## config.mk

```make
export PLATFORM = sky130hd
export DESIGN_NAME = branch_sequencer
export DESIGN_NICKNAME = d
export VERILOG_FILES = /design/src/rtl/branch_sequencer.sv
export SDC_FILE = /design/constraint.sdc
export NUM_CORES = 1
export LEC_CHECK = 0
export ABC_AREA = 1
export BUFFER_PORTS_ARGS = -buffer_cell sky130_fd_sc_hd__buf_2
export CORE_AREA = 4 4 87 89
export DETAILED_ROUTE_END_ITERATION = 10
export DIE_AREA = 0 0 91 93
export PLACE_DENSITY = 0.7
export REMOVE_ABC_BUFFERS = 1
export SYNTH_ARGS = -nofsm -noshare
export SYNTH_HDL_FRONTEND = slang
export SYNTH_SLANG_ARGS = --single-unit
```

## constraint.sdc

```tcl
create_clock -name clk -period 4.4 [get_ports clk]
set_clock_uncertainty 0.15 [all_clocks]
set_input_delay 0.88 -clock clk [delete_from_list [all_inputs] [get_ports clk]]
set_output_delay 0.88 -clock clk [all_outputs]
set_load 0.1 [all_outputs]
```

## src/rtl/branch_sequencer.sv

```systemverilog
// Conditional-branch sequencer between decode and fetch: waits for valid ALU flags,
// resolves the branch, redirects the PC and flushes wrong-path stages on a taken branch.
module branch_sequencer #(
  parameter int ADDR_W       = 16,
  parameter int FLUSH_CYCLES = 2,
  parameter int TIMEOUT      = 15,
  parameter int CNT_W        = 16
) (
  input  logic              clk,
  input  logic              rst_n,
  input  logic              id_valid,
  input  logic [4:0]        id_opcode,
  input  logic [ADDR_W-1:0] id_target,
  input  logic              flags_valid,
  input  logic [1:0]        flags,
  output logic              busy,
  output logic              stall_if,
  output logic              pc_branch_sel,
  output logic [ADDR_W-1:0] pc_target,
  output logic              flush_if_id,
  output logic              flush_id_ex,
  output logic              timeout_err,
  output logic [CNT_W-1:0]  branch_cnt,
  output logic [CNT_W-1:0]  taken_cnt
);

  localparam logic [4:0] OP_BEQ = 5'b10011;
  localparam logic [4:0] OP_BNE = 5'b10110;
  localparam logic [4:0] OP_BLT = 5'b10100;
  localparam logic [4:0] OP_BGT = 5'b10101;

  localparam int WW         = (TIMEOUT > 1) ? $clog2(TIMEOUT + 1) : 1;
  localparam int FW         = (FLUSH_CYCLES > 2) ? $clog2(FLUSH_CYCLES) : 1;
  localparam int FLUSH_LAST = (FLUSH_CYCLES > 1) ? FLUSH_CYCLES - 2 : 0;

  typedef enum logic [1:0] {IDLE, WAIT_FLAGS, REDIRECT, FLUSH} state_t;

  state_t          state_reg, state_next;
  logic [4:0]      opcode_reg, opcode_next;
  logic [ADDR_W-1:0] target_next;
  logic [WW-1:0]   wait_reg, wait_next;
  logic [FW-1:0]   flush_reg, flush_next;
  logic            resolve, resolve_taken, timeout_set;

  function automatic logic is_branch(input logic [4:0] op);
    return (op == OP_BEQ) || (op == OP_BNE) || (op == OP_BLT) || (op == OP_BGT);
  endfunction

  // flags[1] is Z, flags[0] is N
  function automatic logic branch_taken(input logic [4:0] op, input logic [1:0] fl);
    logic t;
    case (op)
      OP_BEQ:  t = fl[1];
      OP_BNE:  t = ~fl[1];
      OP_BLT:  t = fl[0];
      OP_BGT:  t = ~fl[0];
      default: t = 1'b0;
    endcase
    return t;
  endfunction

  always_comb begin
    state_next    = state_reg;
    opcode_next   = opcode_reg;
    target_next   = pc_target;
    wait_next     = wait_reg;
    flush_next    = flush_reg;
    resolve       = 1'b0;
    resolve_taken = 1'b0;
    timeout_set   = 1'b0;
    busy          = 1'b0;
    stall_if      = 1'b0;
    pc_branch_sel = 1'b0;
    flush_if_id   = 1'b0;
    flush_id_ex   = 1'b0;
    case (state_reg)
      IDLE: begin
        if (id_valid && is_branch(id_opcode)) begin
          opcode_next = id_opcode;
          target_next = id_target;
          if (flags_valid) begin
            resolve       = 1'b1;
            resolve_taken = branch_taken(id_opcode, flags);
            if (resolve_taken) state_next = REDIRECT;
          end else begin
            state_next = WAIT_FLAGS;
            wait_next  = '0;
          end
        end
      end
      WAIT_FLAGS: begin
        busy     = 1'b1;
        stall_if = 1'b1;
        // Valid flags win over a timeout landing in the same cycle.
        if (flags_valid) begin
          resolve       = 1'b1;
          resolve_taken = branch_taken(opcode_reg, flags);
          state_next    = resolve_taken ? REDIRECT : IDLE;
        end else if (wait_reg == WW'(TIMEOUT - 1)) begin
          resolve     = 1'b1;
          timeout_set = 1'b1;
          state_next  = IDLE;
        end else begin
          wait_next = wait_reg + WW'(1);
        end
      end
      REDIRECT: begin
        busy          = 1'b1;
        pc_branch_sel = 1'b1;
        flush_if_id   = 1'b1;
        flush_id_ex   = 1'b1;
        if (FLUSH_CYCLES > 1) begin
          state_next = FLUSH;
          flush_next = '0;
        end else begin
          state_next = IDLE;
        end
      end
      FLUSH: begin
        busy        = 1'b1;
        flush_if_id = 1'b1;
        if (flush_reg == FW'(FLUSH_LAST)) state_next = IDLE;
        else flush_next = flush_reg + FW'(1);
      end
      default: state_next = IDLE;
    endcase
  end

  always_ff @(posedge clk or negedge rst_n) begin
    if (!rst_n) begin
      state_reg   <= IDLE;
      opcode_reg  <= '0;
      pc_target   <= '0;
      wait_reg    <= '0;
      flush_reg   <= '0;
      timeout_err <= 1'b0;
      branch_cnt  <= '0;
      taken_cnt   <= '0;
    end else begin
      state_reg  <= state_next;
      opcode_reg <= opcode_next;
      pc_target  <= target_next;
      wait_reg   <= wait_next;
      flush_reg  <= flush_next;
      if (timeout_set) timeout_err <= 1'b1;
      if (resolve) begin
        branch_cnt <= branch_cnt + CNT_W'(1);
        if (resolve_taken) taken_cnt <= taken_cnt + CNT_W'(1);
      end
    end
  end

endmodule

```

==> results of run 1 <==
[power by group through the flow]
stage | sequential [mW] | clock [mW] | combinational (mW)
2_1_floorplan | 1.69 | 0 | 0.370
4_1_cts | 0.823 | 0.457 | 1.49
6_report | 0.825 | 0.443 | 1.48
3_3_place_gp | 0.828 | 0 | 1.47
3_5_place_dp | 0.829 | 0 | 1.49
5_1_grt | 0.847 | 0.482 | 1.56
[worst max path at each step]
stage               slack, ps             to  depth (start not counted)         start
finish                   1840       stall_if                          4  state_reg[1]
CTS                      1830       stall_if                          4  state_reg[1]
detailed placement       1520  opcode_reg[2]                          9  id_opcode[3]
floorplan                -170    flush_id_ex                          2  state_reg[1]
global route             1590  opcode_reg[2]                          9  id_opcode[3]
global placement         1570  opcode_reg[2]                          9  id_opcode[3]
[area by class of cell]
type / instances / area [µm²] / area share [%]
multi-input combinational: 317 / 1530 / 39.20
sequential: 60 / 1501 / 38.46
timing repair buffer: 81 / 407.9 / 10.45
inverter: 50 / 187.7 / 4.808
clock buffer: 9 / 123.9 / 3.173
tap: 80 / 100.1 / 2.564
clock inverter: 7 / 52.55 / 1.346
[metrics by stage]
step	instances	power, mW
6_report	604	2.749
5_1_grt	604	2.886
4_1_cts	604	2.771
3_5_place_dp	588	2.320
3_3_place_gp	588	2.298
2_1_floorplan	427	2.057
[critical path, delay by kind of cell (launching register included)]
kind,cells,cell delay (ps)
buffers and inverters,3,690
DFF,1,390
and+or+nand+nor,1,110
[layout by cell type (no fill, tap or decap), drive strengths merged]
cell type	count
xor2	19
nor2	24
xnor2	4
a31o	1
nor3	15
buf	81
o21ai	18
inv	51
clkinv	2
a21oi	3
ha	4
or2	2
nand2	178
dfrtp	60
and2	1
nand3b	2
clkbuf	9
a31oi	1
o211ai	1
nand4	4
nand3	40
clkinvlp	4
[cell families (layout without fill, tap and decap cells)]
logic type / count (synthesis) / after routing / share of synthesized area, %
DFF: 60 / 60 / 45.73
xor gates and xnor gates: 23 / 23 / 6.136
buffers and inverters: 60 / 147 / 7.660
and+or+nand+nor: 266 / 266 / 34.95
adders and majority gates: 4 / 4 / 1.524
AOI/OAI and AO/OA: 24 / 24 / 4.002
[layer usage]
layer  track usage [%]  vias to the layer above
li1                  -                     1528
met1             24.03                     1386
met2             30.90                       85
met3             4.023                       10
met4             6.533                        0
met5                 0                        -
==> impl_metrics.json, run 1 <==
{
  "m1WireLength_mm": 3.477,
  "grt_pass1_wl_mm": 12.88,
  "synthToLayoutAreaGrowth_pct": 18.90,
  "r2r-end": "opcode_reg[2]",
  "max_freq_mhz": 390.1,
  "rows": 30,
  "finalCriticalPeriod_ps": 2563,
  "htreeDepth": 3,
  "synthTopCellsByCount": "nand2_1, dfrtp_1, inv_1",
  "grt_pass1_vias": 2874,
  "ant_nets": 0,
  "crit_path_end_kind": "output pin",
  "cp_slowest_stage_delay_ps": 450,
  "holdBufCountCts": 0,
  "largest_registers": "branch_cnt (16), pc_target (16), taken_cnt (16)",
  "synth-seq-cells": 60,
  "netlist_top_cells_area": "dfrtp_1, nand2_1, nand3_1, inv_1, xor2_1",
  "dpl_cell_area_um2": 3727,
  "swShare_pct": 59.22,
  "fill_cells": 661,
  "min-delay-start": "pc_target[1]",
  "yosys.cell_count.top_type": "nand2_1",
  "synth_top_area_share_pct": 45.73,
  "fin_tns_setup_ps": 0,
  "p_leak_nw": 2.125,
  "setup_violations": 0,
  "pre_cts_slack_ps": 1516,
  "core-area_um2": 6756,
  "r2r_setup_slack_ps": 2340,
  "pin_count": 81,
  "seqPwrFrac_pct": 30.0,
  "worst_pin_slew_ps": 791.0,
  "maxCapViolations": 0,
  "drtIter0Drc": 113,
  "start_util_pct": 48.59,
  "place.detailed.hpwl_mm": 5.400,
  "nNetsFinal": 550,
  "first_pass_iters": 5,
  "drv_slew": 0,
  "hold_ws_ps": 319.3,
  "worstSetupPathType": "reg2out",
  "via_per_inst": 4.982,
  "crit_fanout": 4,
  "fin_util_pct": 57.78,
  "clkLatencyLatePin_ps": 330,
  "wl_mm": 7.498,
  "synth_ff_type": "dfrtp_1",
  "rsz0062_at_grt": "no",
  "holdPathStages": 2,
  "hold_end": "pc_target[1]",
  "wl_met3_um": 395,
  "async_flop_share_pct": 100.0,
  "internal_power_mw": 1.121,
  "net-switching-power_mw": 1.628,
  "yosys.area.top_type": "dfrtp_1",
  "syn_inst": 437,
  "fp.dieH_um": 93,
  "clockBufferDepth": 2,
  "synth_edf_count": 0,
  "yosys_warnings": 0,
  "cp-start-kind": "flop",
  "clock-sinks": 60,
  "avgRoutedWirePerCell_um": 12.41,
  "hold_viol_final": 0,
  "final_cell_area_um2": 3904,
  "setup_slack_ps": 1837,
  "die_w_um": 91,
  "antenna_found_initial": 0,
  "cts-resized-gates": 0,
  "syn-cell-area_um2": 3283,
  "grt_usage_pct": 18.59,
  "layout-drive-gt1-share_pct": 21.95,
  "status": "finished clean",
  "cp.arrival_ps": 1530,
  "io_buffers": 80,
  "min_period_over_period_pct": 58.25,
  "grt-ovfl-total": 0,
  "worstPathCellList": "inv_2, nand2_1, inv_1, buf_2",
  "relSlewSlack_pct": 47.27,
  "postCtsSetupBuffers": 0,
  "avgSynthCellArea_um2": 7.513,
  "power_density_nw_per_um2": 704.1,
  "dieArea_um2": 8463,
  "critical_path_required_ps": 3370,
  "remaining_drc_errors": 0,
  "r2r_start": "state_reg[0]",
  "numCtsBuffers": 9,
  "antenna_cells": 0,
  "clk_pin_slew_ps": 80,
  "hold_path.class": "reg2reg",
  "worst_r2r_path_depth": 6,
  "highest_layer": "met4",
  "gp_congestion": 0.8590,
  "grt_max_degree": 36,
  "ir_worst_vdd_mv": 0.5514,
  "dr_wl_met2_mm": 3.525,
  "critPathSlowestCell": "buf_2",
  "synth_cell_types": 31,
  "ys_seq_area_share_pct": 45.73,
  "power_frac_comb_pct": 53.9,
  "cts_tree": "yes",
  "clock-root-buffer": "clkbuf_8",
  "via_count": 3009,
  "clockPowerShare_pct": 16.1
}
Power figures use the tool's default switching activity.
==> run 2: changes to the inputs <==
--- a/config.mk
+++ b/config.mk
@@ -7,10 +7,10 @@
 export LEC_CHECK = 0
 export ABC_AREA = 1
 export BUFFER_PORTS_ARGS = -buffer_cell sky130_fd_sc_hd__buf_2
-export CORE_AREA = 4 4 87 89
+export CORE_AREA = 4 4 88 90
 export DETAILED_ROUTE_END_ITERATION = 10
-export DIE_AREA = 0 0 91 93
-export PLACE_DENSITY = 0.7
+export DIE_AREA = 0 0 92 94
+export PLACE_DENSITY = 0.72
 export REMOVE_ABC_BUFFERS = 1
 export SYNTH_ARGS = -nofsm -noshare
 export SYNTH_HDL_FRONTEND = slang
==> constraint.sdc (replaced) <==
create_clock -name clk -period 2.2 [get_ports clk]
set_clock_uncertainty 0.15 [all_clocks]
set_input_delay 0.44 -clock clk [delete_from_list [all_inputs] [get_ports clk]]
set_output_delay 0.44 -clock clk [all_outputs]
set_load 0.1 [all_outputs]
==> impl_metrics.json, run 2 (synthesis gave the netlist of run 1 again) <==
{
  "status": "finished clean",
  "clkLatencyLatePin_ps": 340,
  "net-switching-power_mw": 3.182,
  "place.detailed.hpwl_mm": 5.524,
  "core-area_um2": 7059,
  "die_w_um": 92,
  "nNetsFinal": 554,
  "clockBufferDepth": 2,
  "synthToLayoutAreaGrowth_pct": 20.39,
  "internal_power_mw": 2.261,
  "layout-drive-gt1-share_pct": 21.86,
  "first_pass_iters": 4,
  "finalCriticalPeriod_ps": 2073,
  "crit_path_end_kind": "output pin",
  "hold_viol_final": 0,
  "swShare_pct": 58.46,
  "grt_pass1_vias": 2830,
  "final_cell_mix": "nand2_1, buf_2, dfrtp_1",
  "avgRoutedWirePerCell_um": 11.86,
  "dpl_cell_area_um2": 3786,
  "rsz0062_at_grt": "no",
  "power_density_nw_per_um2": 1377,
  "maxCapViolations": 0,
  "p_leak_nw": 2.155,
  "drtIter0Drc": 105,
  "ant_nets": 0,
  "ir_worst_vdd_mv": 1.259,
  "seq_area_um2": 1501,
  "seqPwrFrac_pct": 30.3,
  "hold_path.class": "in2reg",
  "layout_commonest_cell": "nand2_1",
  "fp.dieH_um": 94,
  "gp_congestion": 0.8847,
  "cp.arrival_ps": 1480,
  "remaining_drc_errors": 0,
  "htreeDepth": 3,
  "clk_pin_slew_ps": 60,
  "numCtsBuffers": 9,
  "dieArea_um2": 8648,
  "min_period_over_period_pct": 94.23,
  "antenna_cells": 0,
  "io_buffers": 80,
  "fin_tns_setup_ps": 0,
  "grt_usage_pct": 18.09,
  "fill_cells": 719,
  "grt-ovfl-total": 0,
  "power_frac_comb_pct": 54.6,
  "cp-start-kind": "flop",
  "clockPowerShare_pct": 15.2,
  "relSlewSlack_pct": 66.95,
  "cts_tree": "yes",
  "start_util_pct": 46.51,
  "final_cell_area_um2": 3953,
  "rows": 31,
  "clock-sinks": 60,
  "antenna_found_initial": 0,
  "drv_slew": 0,
  "clock-root-buffer": "clkbuf_8",
  "max_freq_mhz": 482.4,
  "cts-resized-gates": 0,
  "postCtsSetupBuffers": 0,
  "wl_mm": 7.410,
  "grt_max_degree": 27,
  "worst_pin_slew_ps": 495.7,
  "holdBufCountCts": 1,
  "via_per_inst": 4.813,
  "pin_count": 81,
  "fin_util_pct": 55.99,
  "multi_input_area_um2": 1530,
  "setup_violations": 0,
  "worstSetupPathType": "reg2out",
  "critical_path_required_ps": 1610,
  "largest_registers": "branch_cnt (16), pc_target (16), taken_cnt (16)",
  "via_count": 3008,
  "crit_fanout": 4,
  "grt_pass1_wl_mm": 12.59
}
-- run 2: changes by cell type in the layout (fill, tap and decap cells not counted) --
| cell | previous run | this run |
|---|---|---|
| clkinv_2 | 1 | 3 |
| inv_6 | 1 | 0 |
| buf_4 | 1 | 3 |
| dlygate4sd3_1 | 0 | 1 |
| buf_12 | 0 | 1 |
| clkinvlp_4 | 4 | 0 |
| clkbuf_1 | 0 | 1 |
| clkinv_4 | 1 | 0 |
| clkbuf_8 | 9 | 10 |
-- run 2: worst paths after layout --
path | start | end | slack, ps | cells past startpoint
hold / removal | id_target[0] | pc_target[0] | 150 | 3
max in group asynchronous | rst_n | branch_cnt[11] | 850 | 3
setup / recovery | state_reg[1] | stall_if | 130 | 4
min in group asynchronous | rst_n | timeout_err | 450 | 2
hold reg to reg | pc_target[0] | pc_target[0] | 310 | 2
setup reg to reg | state_reg[0] | branch_cnt[5] | 360 | 7
-- run 2: per-stage QoR --
stage | cells | hold WS (ps) | worst slack, ps | total power [mW]
after floorplan | 427 | -5.591 | -1928 | 4.113
after global placement | 610 | 279.1 | 310.4 | 4.597
after detailed placement | 610 | 283.6 | 231.0 | 4.646
after CTS | 625 | 141.6 | 104.9 | 5.496
after global routing | 625 | 155.9 | 25.38 | 5.721
final | 625 | 153.8 | 126.9 | 5.443
-- run 2: power groups by stage --
stage	registers, mW	logic [mW]	clock network, mW
detailed placement	1.66	2.98	0
CTS	1.65	2.99	0.856
finish	1.65	2.97	0.826
global route	1.69	3.13	0.905
floorplan	3.37	0.740	0
global placement	1.65	2.95	0
-- run 2: layer usage --
metal  vias up  GRT usage (%)  routed length [µm]
met2        81          29.50                3377
met5         -              0                   0
met3        12          4.087                 453
li1       1535              -                   -
met4         0          8.045                 129
met1      1380          23.04                3449
-- run 2: final cells by class --
type	count	share of cell area [%]
clock buffer	11	3.577
clock inverter	3	0.3799
inverter	50	4.748
multi-input combinational	317	38.71
sequential	60	37.99
tap	99	3.134
timing repair buffer	85	11.46
-- run 2: worst max-delay path, cell delays in order, from the launching register on --
cell     delay, ps
dfrtp_1        380
inv_2           80
nand2_1        110
inv_1          130
buf_2          440
